## config.mk

```make
export PLATFORM = sky130hd
export DESIGN_NAME = mem_byte_seq
export DESIGN_NICKNAME = d
export VERILOG_FILES = /design/src/rtl/mem_byte_seq.sv
export SDC_FILE = /design/constraint.sdc
export NUM_CORES = 1
export LEC_CHECK = 0
export CORE_UTILIZATION = 40
export DETAILED_ROUTE_END_ITERATION = 6
export GPL_TIMING_DRIVEN = 0
export PLACE_DENSITY_LB_ADDON = 0.12
export SYNTH_ARGS = -nofsm -noshare
export SYNTH_HDL_FRONTEND = slang
export SYNTH_SLANG_ARGS = --single-unit
```

## constraint.sdc

```tcl
create_clock -name clk -period 2.1 [get_ports clk]
set_input_delay 0.42 -clock clk [delete_from_list [all_inputs] [get_ports clk]]
set_output_delay 0.42 -clock clk [all_outputs]
set_load 0.02 [all_outputs]
```

## src/rtl/mem_byte_seq.sv

```systemverilog
// Word-to-byte sequencer: turns one 32-bit request with byte selects into four
// fixed byte cycles on a byte-wide memory, then acks with the assembled read word.
module mem_byte_seq #(
    parameter int ADR_W      = 14,
    parameter bit BIG_ENDIAN = 1'b1
) (
    input  logic             clk,
    input  logic             rst,
    input  logic             req_i,
    input  logic             we_i,
    input  logic [ADR_W-1:0] adr_i,
    input  logic [3:0]       sel_i,
    input  logic [31:0]      dat_i,
    output logic [31:0]      dat_o,
    output logic             ack_o,
    output logic             busy_o,
    output logic [ADR_W-1:0] mem_adr_o,
    output logic [7:0]       mem_dat_o,
    input  logic [7:0]       mem_dat_i,
    output logic             mem_we_o,
    output logic             mem_en_o
);

    typedef enum logic [1:0] {IDLE, XFER, DONE} state_t;

    state_t             state_reg, state_next;
    logic [1:0]         idx_reg;
    logic [ADR_W-1:0]   base_reg;
    logic               we_reg;
    logic [3:0]         sel_reg;
    logic [31:0]        wdata_reg;
    logic [31:0]        rdata_reg, rdata_next;
    logic [31:0]        dat_reg;
    logic [1:0]         lane;
    logic               lane_sel;

    // Byte offset 0 lands on the most significant lane in big-endian builds.
    assign lane     = BIG_ENDIAN ? ~idx_reg : idx_reg;
    assign lane_sel = sel_reg[lane];

    logic unused_adr_bits;
    assign unused_adr_bits = ^adr_i[1:0];

    generate
        for (genvar gi = 0; gi < 4; gi++) begin : g_lane
            assign rdata_next[8*gi +: 8] =
                (state_reg == XFER && lane_sel && lane == 2'(gi)) ? mem_dat_i
                                                                  : rdata_reg[8*gi +: 8];
        end
    endgenerate

    always_comb begin
        state_next = state_reg;
        ack_o      = 1'b0;
        busy_o     = (state_reg != IDLE);
        mem_adr_o  = '0;
        mem_dat_o  = '0;
        mem_en_o   = 1'b0;
        mem_we_o   = 1'b0;
        case (state_reg)
            IDLE: begin
                if (req_i)
                    state_next = (sel_i == 4'b0000) ? DONE : XFER;
            end
            XFER: begin
                mem_adr_o = base_reg + ADR_W'(idx_reg);
                mem_dat_o = wdata_reg[{lane, 3'b000} +: 8];
                // A cycle that ends in reset must not commit its byte.
                mem_en_o  = lane_sel & rst;
                mem_we_o  = we_reg & lane_sel & rst;
                if (idx_reg == 2'd3)
                    state_next = DONE;
            end
            DONE: begin
                ack_o      = 1'b1;
                state_next = IDLE;
            end
            default: state_next = IDLE;
        endcase
    end

    always_ff @(posedge clk) begin
        if (!rst) begin
            state_reg <= IDLE;
            idx_reg   <= '0;
            base_reg  <= '0;
            we_reg    <= 1'b0;
            sel_reg   <= '0;
            wdata_reg <= '0;
            rdata_reg <= '0;
            dat_reg   <= '0;
        end else begin
            state_reg <= state_next;
            case (state_reg)
                IDLE: begin
                    if (req_i) begin
                        base_reg  <= {adr_i[ADR_W-1:2], 2'b00};
                        we_reg    <= we_i;
                        sel_reg   <= sel_i;
                        wdata_reg <= dat_i;
                        idx_reg   <= '0;
                        rdata_reg <= '0;
                        if (sel_i == 4'b0000 && !we_i)
                            dat_reg <= '0;
                    end
                end
                XFER: begin
                    idx_reg   <= idx_reg + 2'd1;
                    rdata_reg <= rdata_next;
                    // Publish the word on the same edge that captures the last byte.
                    if (idx_reg == 2'd3 && !we_reg)
                        dat_reg <= rdata_next;
                end
                default: ;
            endcase
        end
    end

    assign dat_o = dat_reg;

endmodule
```

## Yosys cells after proc, flatten, opt, wreduce, memory -nomap -nowiden

Index checks and enable logic that the tools add are counted.

- Flip-flop bits (word level): 117
- Output and inout port bits: 58

- Reduce and logical (&&, ||, !) cells: 18
- $lt $le $gt $ge: 1
- Shifts and indexed selects: 1
- Add/sub/neg operators: 2
- Multiplexer cells: 23
- Bitwise logic cells: 4
- Equality and inequality tests: 10

Operators by type and width:

| operator | count |
|---|---|
| two-way mux 32 bit | 4 |
| one-hot mux 32 bit (2 select lines) | 2 |
| two-way mux 8 bit | 5 |
| indexed part select 32 x 6 -> 8 bit | 1 |
| adder 14 x 2 -> 14 bit | 1 |
| two-way mux 14 bit | 1 |
| == test 2 bit, second input constant | 4 |
| two-way mux 2 bit | 4 |
| one-hot mux 2 bit (2 select lines) | 2 |
| logical AND 1 bit | 7 |
| AND reduction 2 bit | 3 |
| == test 2 x 1 -> 1 bit, second input constant | 2 |
| logical NOT 2 bit | 2 |
| logical NOT 4 bit | 1 |
| two-way mux 1 bit | 4 |
| != test 2 x 1 -> 1 bit, second input constant | 2 |
| != test 2 bit, second input constant | 2 |
| AND reduction 4 bit | 1 |
| nonzero test 2 bit | 2 |
| AND 1 bit | 3 |
| less-than comparator 2 x 3 -> 1 bit, second input constant | 1 |
| adder 2 x 1 -> 2 bit, second input constant | 1 |
| binary-select mux 1 bit (select 2 bit) | 1 |
| logical NOT 1 bit | 2 |
| inverter 2 bit | 1 |

## Depth between registers and ports, before layout

Gate-level depths: netlist of run 1.

- Word-level depth: 8
- Depth in mapped cells: 7
- Depth with buffers taken out: 5

## Worst setup path before layout of run 1

Ideal clock, no wire load.

- Kind: input to register
- Start: input port sel_i[3]
- End: register dat_reg[10] (netlist: dat_o[10])
- Arrival time: 1776 ps
- Buffers on the path: 1
- Slack: 209 ps
- Data required time: 1985 ps
- Stages: 5
- Cell sequence: or4_4 o32a_1 o21a_4 buf_6 o2bb2ai_2

- Cells in the longest elaborated chain, start to end: 4

RTL lines:

| what | RTL line | text |
|---|---|---|
| from (decl) | 12 | `input logic [3:0] sel_i,` |
| logical NOT 4 bit | 103 | `if (sel_i == 4'b0000 && !we_i)` |
| logical AND 1 bit | 103 |  |
| != test 2 bit (no line) | n/a |  |
| AND reduction 4 bit (no line) | n/a |  |
| to (signal assigned) | 112 | `dat_reg <= rdata_next;` |
| to (decl) | 33 | `logic [31:0] dat_reg;` |

Every way passes these cells.
A chain may end at the register's enable or synchronous reset.

## Worst setup path in the final report of run 1

- Start: register idx_reg[0]
- End: output port mem_dat_o[0]

- Cells in the longest elaborated chain, start to end: 3

RTL lines:

| what | RTL line | text |
|---|---|---|
| from (decl) | 27 | `logic [1:0] idx_reg;` |
| from (signal assigned) | 108 | `idx_reg <= idx_reg + 2'd1;` |
| inverter 2 bit | 38 | `assign lane = BIG_ENDIAN ? ~idx_reg : idx_reg;` |
| indexed part select 32 x 6 -> 8 bit | 67 | `mem_dat_o = wdata_reg[{lane, 3'b000} +: 8];` |
| two-way mux 8 bit | 60 | `case (state_reg)` |
| to (decl) | 18 | `output logic [7:0] mem_dat_o,` |

Every way passes these cells.

==> out/summary.txt, run 1 <==
========================================================================================================
Commonest register cell after synthesis                                                     sky130_fd_sc_hd__dfxtp_1
Combinational cell fraction of total power                                                         10.3%
TritonCTS clock tree                                                                                done
Yosys Warn Count                                                                                       0
Worst EP required                                                                                1.68 ns
Ratio of total power to cell area                                                            811 nW/um^2
Violations in the final reports                                                             negative setup slack
Origin of the worst setup path                                                                idx_reg[0]
Kind of critical path                                                                       flop to output pin
Wire length after detailed routing                                                              12800 um
Largest fanout of any net on the critical path                                                         7
Core Box Area                                                                                12200 sq um
Number of diodes added for antenna fixing                                                              0
Critical Path Sink                                                                          mem_dat_o[0]
Number of buffers on the longest clock path                                                            2
Worst R2R End                                                                                  dat_o[16]
Peak VDD IR                                                                                       621 uV
Die W                                                                                             114 um
Number of global-route vias before repair                                                           4073
Path depth of the worst reg2reg path                                                                   6
Wire length of the first global-routing pass                                                    20600 um
Max_cap viols                                                                                          0
Uppermost signal routing layer after detailed routing                                               met4
Register bit count reported by yosys                                                                 117
Leakage                                                                                          2.89 nW
Total negative slack for setup checks                                                          -0.648 ns
Number of enable flip-flop cells after synthesis                                                       0
Net count of the mapped netlist                                                                      547
Startpoint of the most critical register-to-register path                                     idx_reg[1]
Placement row count                                                                                   40
Average cell area after synthesis                                                             10.5 sq um
CTS root buffer                                                                             sky130_fd_sc_hd__clkbuf_16
Timing-limited maximum frequency                                                                 456 MHz
Setup slack of the critical path after layout                                                 -0.0922 ns
Number of distinct library cell variants in the gate-level netlist after synthesis                    31
RSZ-0062 raised after global routing                                                                 yes
Yosys top cell by area                                                                      sky130_fd_sc_hd__dfxtp_1
Routed length on met3                                                                             666 um
End-of-flow core utilization                                                                       58.4%
Router iterations before antenna repair                                                                4
Inst Count DP                                                                                        758
Drt drc                                                                                                0
Net total in the final layout                                                                        689
Placement Cell Area                                                                           6330 sq um
Pin count of the biggest net entering global routing                                                  17
Number of instances in the synthesized netlist                                                       481
Slew of the pin with the lowest slew margin                                                     0.556 ns
Internal Dissipation                                                                             4.44 mW
Clock Sink Count                                                                                     117
Number of top-level design ports                                                                     120
Post-DR vias/cell                                                                                   5.01
DRC violation total after the first TritonRoute iteration                                            155
Placer Congestion                                                                                  0.765
Post-CTS clock slew at the launch and capture registers of the worst setup and hold paths        0.05 ns
Remaining antenna violation count                                                                      0
Synth top cells by count                                                                    sky130_fd_sc_hd__dfxtp_1, sky130_fd_sc_hd__nand2_1, sky130_fd_sc_hd__a21boi_0
Worst endpoint data arrival time                                                                 1.77 ns
Post-route cell area                                                                          7100 sq um
Count of vias placed by the detailed router                                                         4027
Post-route non-filler standard cell count                                                            804
Worst setup SP type                                                                                 flop
Top cells by area, synth                                                                    sky130_fd_sc_hd__dfxtp_1, sky130_fd_sc_hd__o2bb2ai_2, sky130_fd_sc_hd__nand2_1, sky130_fd_sc_hd__a21boi_0, sky130_fd_sc_hd__mux2i_1
Power share of the clock group                                                                     49.3%
Switching Fraction                                                                                 22.8%
Fin. Hold Viols                                                                                        0
Hold-fix buffers at CTS                                                                                0
Count leader, synth                                                                         sky130_fd_sc_hd__dfxtp_1
Result of the run                                                                           finished, violations left
Tot GR Track Use                                                                                   20.6%
Setup violations, final                                                                                9
Part of the total power dissipated in sequential elements                                          40.4%
Worst-case clock skew                                                                         0.00583 ns
Wire length per cell after detailed routing                                                      15.9 um
Die extent in y                                                                                   114 um
Async set or reset register ratio after synthesis                                                     0%
Antenna violations before repair                                                                       0
Final critical delay including setup and external delays                                         2.19 ns
Area overhead of the layout relative to synthesis                                                  41.1%
Length of routed met2 wiring                                                                     5930 um
Routed metal-1 wirelength                                                                        6040 um
Share of layout cells above drive strength 1                                                       22.0%
Die Footprint                                                                                13000 sq um
Headroom to the max-slew limit                                                                     62.9%
Hold Path Class                                                                             flop to flop
Synth Cell Area                                                                               5030 sq um
Starting density of the core                                                                       41.4%
Ratio of final minimum period to clock period                                                       104%
CTS HTree Levels                                                                                       4
Clock latency at the later pin of the worst-skew pair                                            0.40 ns
Share of synthesized area occupied by flip-flops and latches                                       46.5%
Setup crit end kind                                                                           output pin
Total clock buffers created by CTS                                                                    17
R2r setup slk                                                                                    0.08 ns
Area share of the leading cell type in the synthesized netlist                                     46.5%
Post-detail-place hpwl                                                                           8920 um
Number of input and output port buffers inserted                                                     109
Final count of pins violating max slew                                                                 0
Total Power Consumption                                                                          5.76 mW
Net switching power                                                                              1.32 mW
Overflow left after global routing                                                                     0
========================================================================================================
[through the flow]
step	worst slack (ns)	hold WS, ns
final	-0.0922	0.454
after detailed placement	-0.519	0.452
after global routing	-0.138	0.482
after CTS	-0.165	0.459
after global placement	-0.541	0.445
after floorplan	0.209	0.439
[timing repair]
item | 4_1_cts | 5_1_grt
pin swaps | 7 | 5
buffers inserted | 9 | 8
resized for setup | 98 | 37
cloned | 0 | 0
setup endpoints to repair | 58 | 34
hold endpoints to repair | 0 | 0
[placed cells by master, fill, tap and decap left out, drive strengths merged, types with 4 or more instances in the layout]
cell type,synthesis,layout
a21boi,50,50
a21oi,5,5
a22o,32,32
and2,26,26
buf,21,46
clkbuf,21,54
clkdlybuf4s50,0,83
dfxtp,117,117
ha,4,4
mux2i,32,32
mux4,9,9
nand2,106,106
nor2,5,5
o2bb2ai,32,32
o31a,4,4
[worst min-delay path by stage]
stage / start / to / slack, ns / depth (start not counted)
2_1_floorplan: base_reg[13] / base_reg[13] / 0.44 / 2
3_3_place_gp: base_reg[9] / base_reg[9] / 0.45 / 2
3_5_place_dp: base_reg[4] / base_reg[4] / 0.45 / 2
4_1_cts: base_reg[4] / base_reg[4] / 0.46 / 2
5_1_grt: dat_o[16] / dat_o[16] / 0.48 / 1
6_report: base_reg[8] / base_reg[8] / 0.45 / 2
[cell type report]
class                   count  area, sq um
flip-flops and latches    117         2350
well taps                 168          210
repair buffers            125         1200
plain buffers              40          246
multi-input cells         319         2490
inverters                   3         11.3
clock inverters             8         97.6
fillers                  1064         5060
clock buffers              24          492
[logic make-up (layout without fill, tap and decap cells)]
| group | count (synthesis) | count (layout) | share of synthesized area, % |
|---|---|---|---|
| buf+inv | 45 | 200 | 4.48 |
| simple gates | 146 | 146 | 13.2 |
| flops | 117 | 117 | 46.5 |
| compound gates | 128 | 128 | 24.4 |
| mux | 41 | 41 | 10.4 |
| fa+ha+maj | 4 | 4 | 0.995 |
[power groups by stage]
stage / combinational (mW) / sequential [mW] / clock (mW)
2_1_floorplan: 0.313 / 2.36 / 0
3_3_place_gp: 0.534 / 2.37 / 0
3_5_place_dp: 0.545 / 2.37 / 0
4_1_cts: 0.579 / 2.33 / 2.88
5_1_grt: 0.648 / 2.33 / 3.01
6_report: 0.594 / 2.33 / 2.84
[worst max-delay path: stages, from the launching register on]
cell and delay (ns):
sky130_fd_sc_hd__dfxtp_2 0.33, sky130_fd_sc_hd__buf_6 0.14, sky130_fd_sc_hd__buf_6 0.11, sky130_fd_sc_hd__mux4_2 0.49, sky130_fd_sc_hd__and2_4 0.18, sky130_fd_sc_hd__buf_6 0.12
[metal layers]
layer  vias up  GRT usage, %
li1       1981             -
met1      1933          27.5
met2       100          32.9
met3        13          4.66
met4         0          7.10
met5         -             0
Note: power is estimated with default switching activity, not from simulation.
==> run 2: changes to the inputs <==
SKIP_CTS_REPAIR_TIMING = 1   (was default)
==> out/summary.txt, run 2 (synthesis gave the netlist of run 1 again) <==
========================================================================================================
RSZ-0062 raised after global routing                                                                 yes
Router iterations before antenna repair                                                                4
Largest fanout of any net on the critical path                                                         5
Net total in the final layout                                                                        680
Peak VDD IR                                                                                       620 uV
Worst Hold Endpoint                                                                          base_reg[8]
Setup slack of the critical path after layout                                                  -0.138 ns
Drt drc                                                                                                0
Die extent in y                                                                                   114 um
TritonCTS clock tree                                                                                done
Wire length after detailed routing                                                              12800 um
Leakage                                                                                          3.09 nW
Worst-path cell with the longest stage delay                                                sky130_fd_sc_hd__mux4_2
Total Power Consumption                                                                          5.74 mW
Wire length of the first global-routing pass                                                    20400 um
Pin count of the biggest net entering global routing                                                  17
Worst EP required                                                                                1.68 ns
Overflow left after global routing                                                                     0
CTS HTree Levels                                                                                       4
Die Footprint                                                                                13000 sq um
Clock latency at the later pin of the worst-skew pair                                            0.40 ns
Worst R2R End                                                                                   dat_o[3]
Clock Sink Count                                                                                     117
Biggest cell delay along the critical path                                                       0.48 ns
Placement Cell Area                                                                           6330 sq um
Post-detail-place hpwl                                                                           8920 um
Core Box Area                                                                                12200 sq um
Setup violations, final                                                                                8
Tot GR Track Use                                                                                   20.5%
Ratio of final minimum period to clock period                                                       107%
Post-CTS clock slew at the launch and capture registers of the worst setup and hold paths        0.05 ns
Final count of pins violating max slew                                                                 0
Die W                                                                                             114 um
Placement row count                                                                                   40
Violations in the final reports                                                             negative setup slack
Number of buffers on the longest clock path                                                            2
Worst endpoint data arrival time                                                                 1.82 ns
Worst-case clock skew                                                                         0.00630 ns
Wire length per cell after detailed routing                                                      16.1 um
Hold Path Class                                                                             flop to flop
Slew of the pin with the lowest slew margin                                                     0.547 ns
DRC violation total after the first TritonRoute iteration                                            154
Total clock buffers created by CTS                                                                    17
Ratio of total power to cell area                                                            810 nW/um^2
Commonest non-fill, non-tap cells in the layout                                             sky130_fd_sc_hd__dfxtp_1, sky130_fd_sc_hd__nand2_1, sky130_fd_sc_hd__clkdlybuf4s50_1
Number of global-route vias before repair                                                           4038
Post-DR vias/cell                                                                                   5.02
Number of top-level design ports                                                                     120
Most common cell after layout, fill and taps aside                                          sky130_fd_sc_hd__dfxtp_1
Post-route cell area                                                                          7090 sq um
Placer Congestion                                                                                  0.765
Headroom to the max-slew limit                                                                     63.6%
Fin. Hold Viols                                                                                        0
WHS Path Cells                                                                                         2
Number of diodes added for antenna fixing                                                              0
Remaining antenna violation count                                                                      0
Final critical delay including setup and external delays                                         2.24 ns
Beginning of the worst hold path                                                             base_reg[8]
R2r setup slk                                                                                    0.14 ns
CTS root buffer                                                                             sky130_fd_sc_hd__clkbuf_16
Critical path cell sequence                                                                 buf_12, clkbuf_16, mux4_2, and2_1, clkbuf_2
Number of input and output port buffers inserted                                                     109
Path depth of the worst reg2reg path                                                                   7
Share of layout cells above drive strength 1                                                       18.3%
Pre-CTS WS                                                                                     -0.519 ns
Startpoint of the most critical register-to-register path                                     idx_reg[0]
Area overhead of the layout relative to synthesis                                                  40.9%
Kind of critical path                                                                       flop to output pin
Worst setup SP type                                                                                 flop
Starting density of the core                                                                       41.4%
Count of vias placed by the detailed router                                                         3989
Antenna violations before repair                                                                       0
Result of the run                                                                           finished, violations left
Timing-limited maximum frequency                                                                 447 MHz
Max_cap viols                                                                                          0
Setup crit end kind                                                                           output pin
========================================================================================================
## run 2: changes by cell type in the layout (fill, tap and decap cells not counted), sizes merged
cell,delta
dlymetal6s2s,+16
dlygate4sd2,-3
buf,-11
clkbuf,-8
clkdlybuf4s15,-3
## run 2: critical path: cells and delay by family, from the launching register on
kind,cells,cell delay (ns)
multiplexers,1,0.48
buffers and inverters,3,0.39
AND/OR/NAND/NOR,1,0.17
flip-flops,1,0.38
## run 2: how the worst max path moves through the flow
stage / from / end / slack (ns) / depth (start not counted)
after floorplan: sel_i[3] / dat_o[10] / 0.21 / 5
after global placement: idx_reg[1] / mem_dat_o[7] / -0.54 / 4
after detailed placement: idx_reg[1] / mem_dat_o[7] / -0.52 / 4
after CTS: idx_reg[1] / mem_dat_o[7] / -0.96 / 4
after global routing: idx_reg[0] / mem_dat_o[2] / -0.18 / 5
final: idx_reg[0] / mem_dat_o[2] / -0.14 / 5
## run 2: area by class of cell
cell class	instances	area (sq um)
plain buffers	41	243
clock buffers	24	492
clock inverters	8	97.6
fillers	1058	5070
inverters	3	11.3
multi-input cells	319	2480
flip-flops and latches	117	2350
well taps	168	210
repair buffers	115	1200
## run 2: per-layer routing
layer,vias to the layer above,global-route usage (%),part of all wire [%]
met1,1903,27.4,47
met4,0,7.10,1.2
met5,-,0,0
li1,1966,-,-
met2,107,32.6,46
met3,13,4.55,5.6
## run 2: where the power goes
part           internal [mW]  total (mW)  switching [mW]
logic                  0.281       0.580           0.298
clock network           1.87        2.83           0.970
registers               2.29        2.33          0.0393
## run 2: per-stage QoR
step	cells	utilization, %	setup TNS [ns]	hold slack, ns
6_report	795	58.3	-0.693	0.454
5_1_grt	795	58.3	-1.16	0.482
4_1_cts	790	56.9	-18.68	0.459
3_5_place_dp	758	52.1	-23.21	0.452
3_3_place_gp	758	52.1	-18.60	0.445
2_1_floorplan	481	-	0	0.439
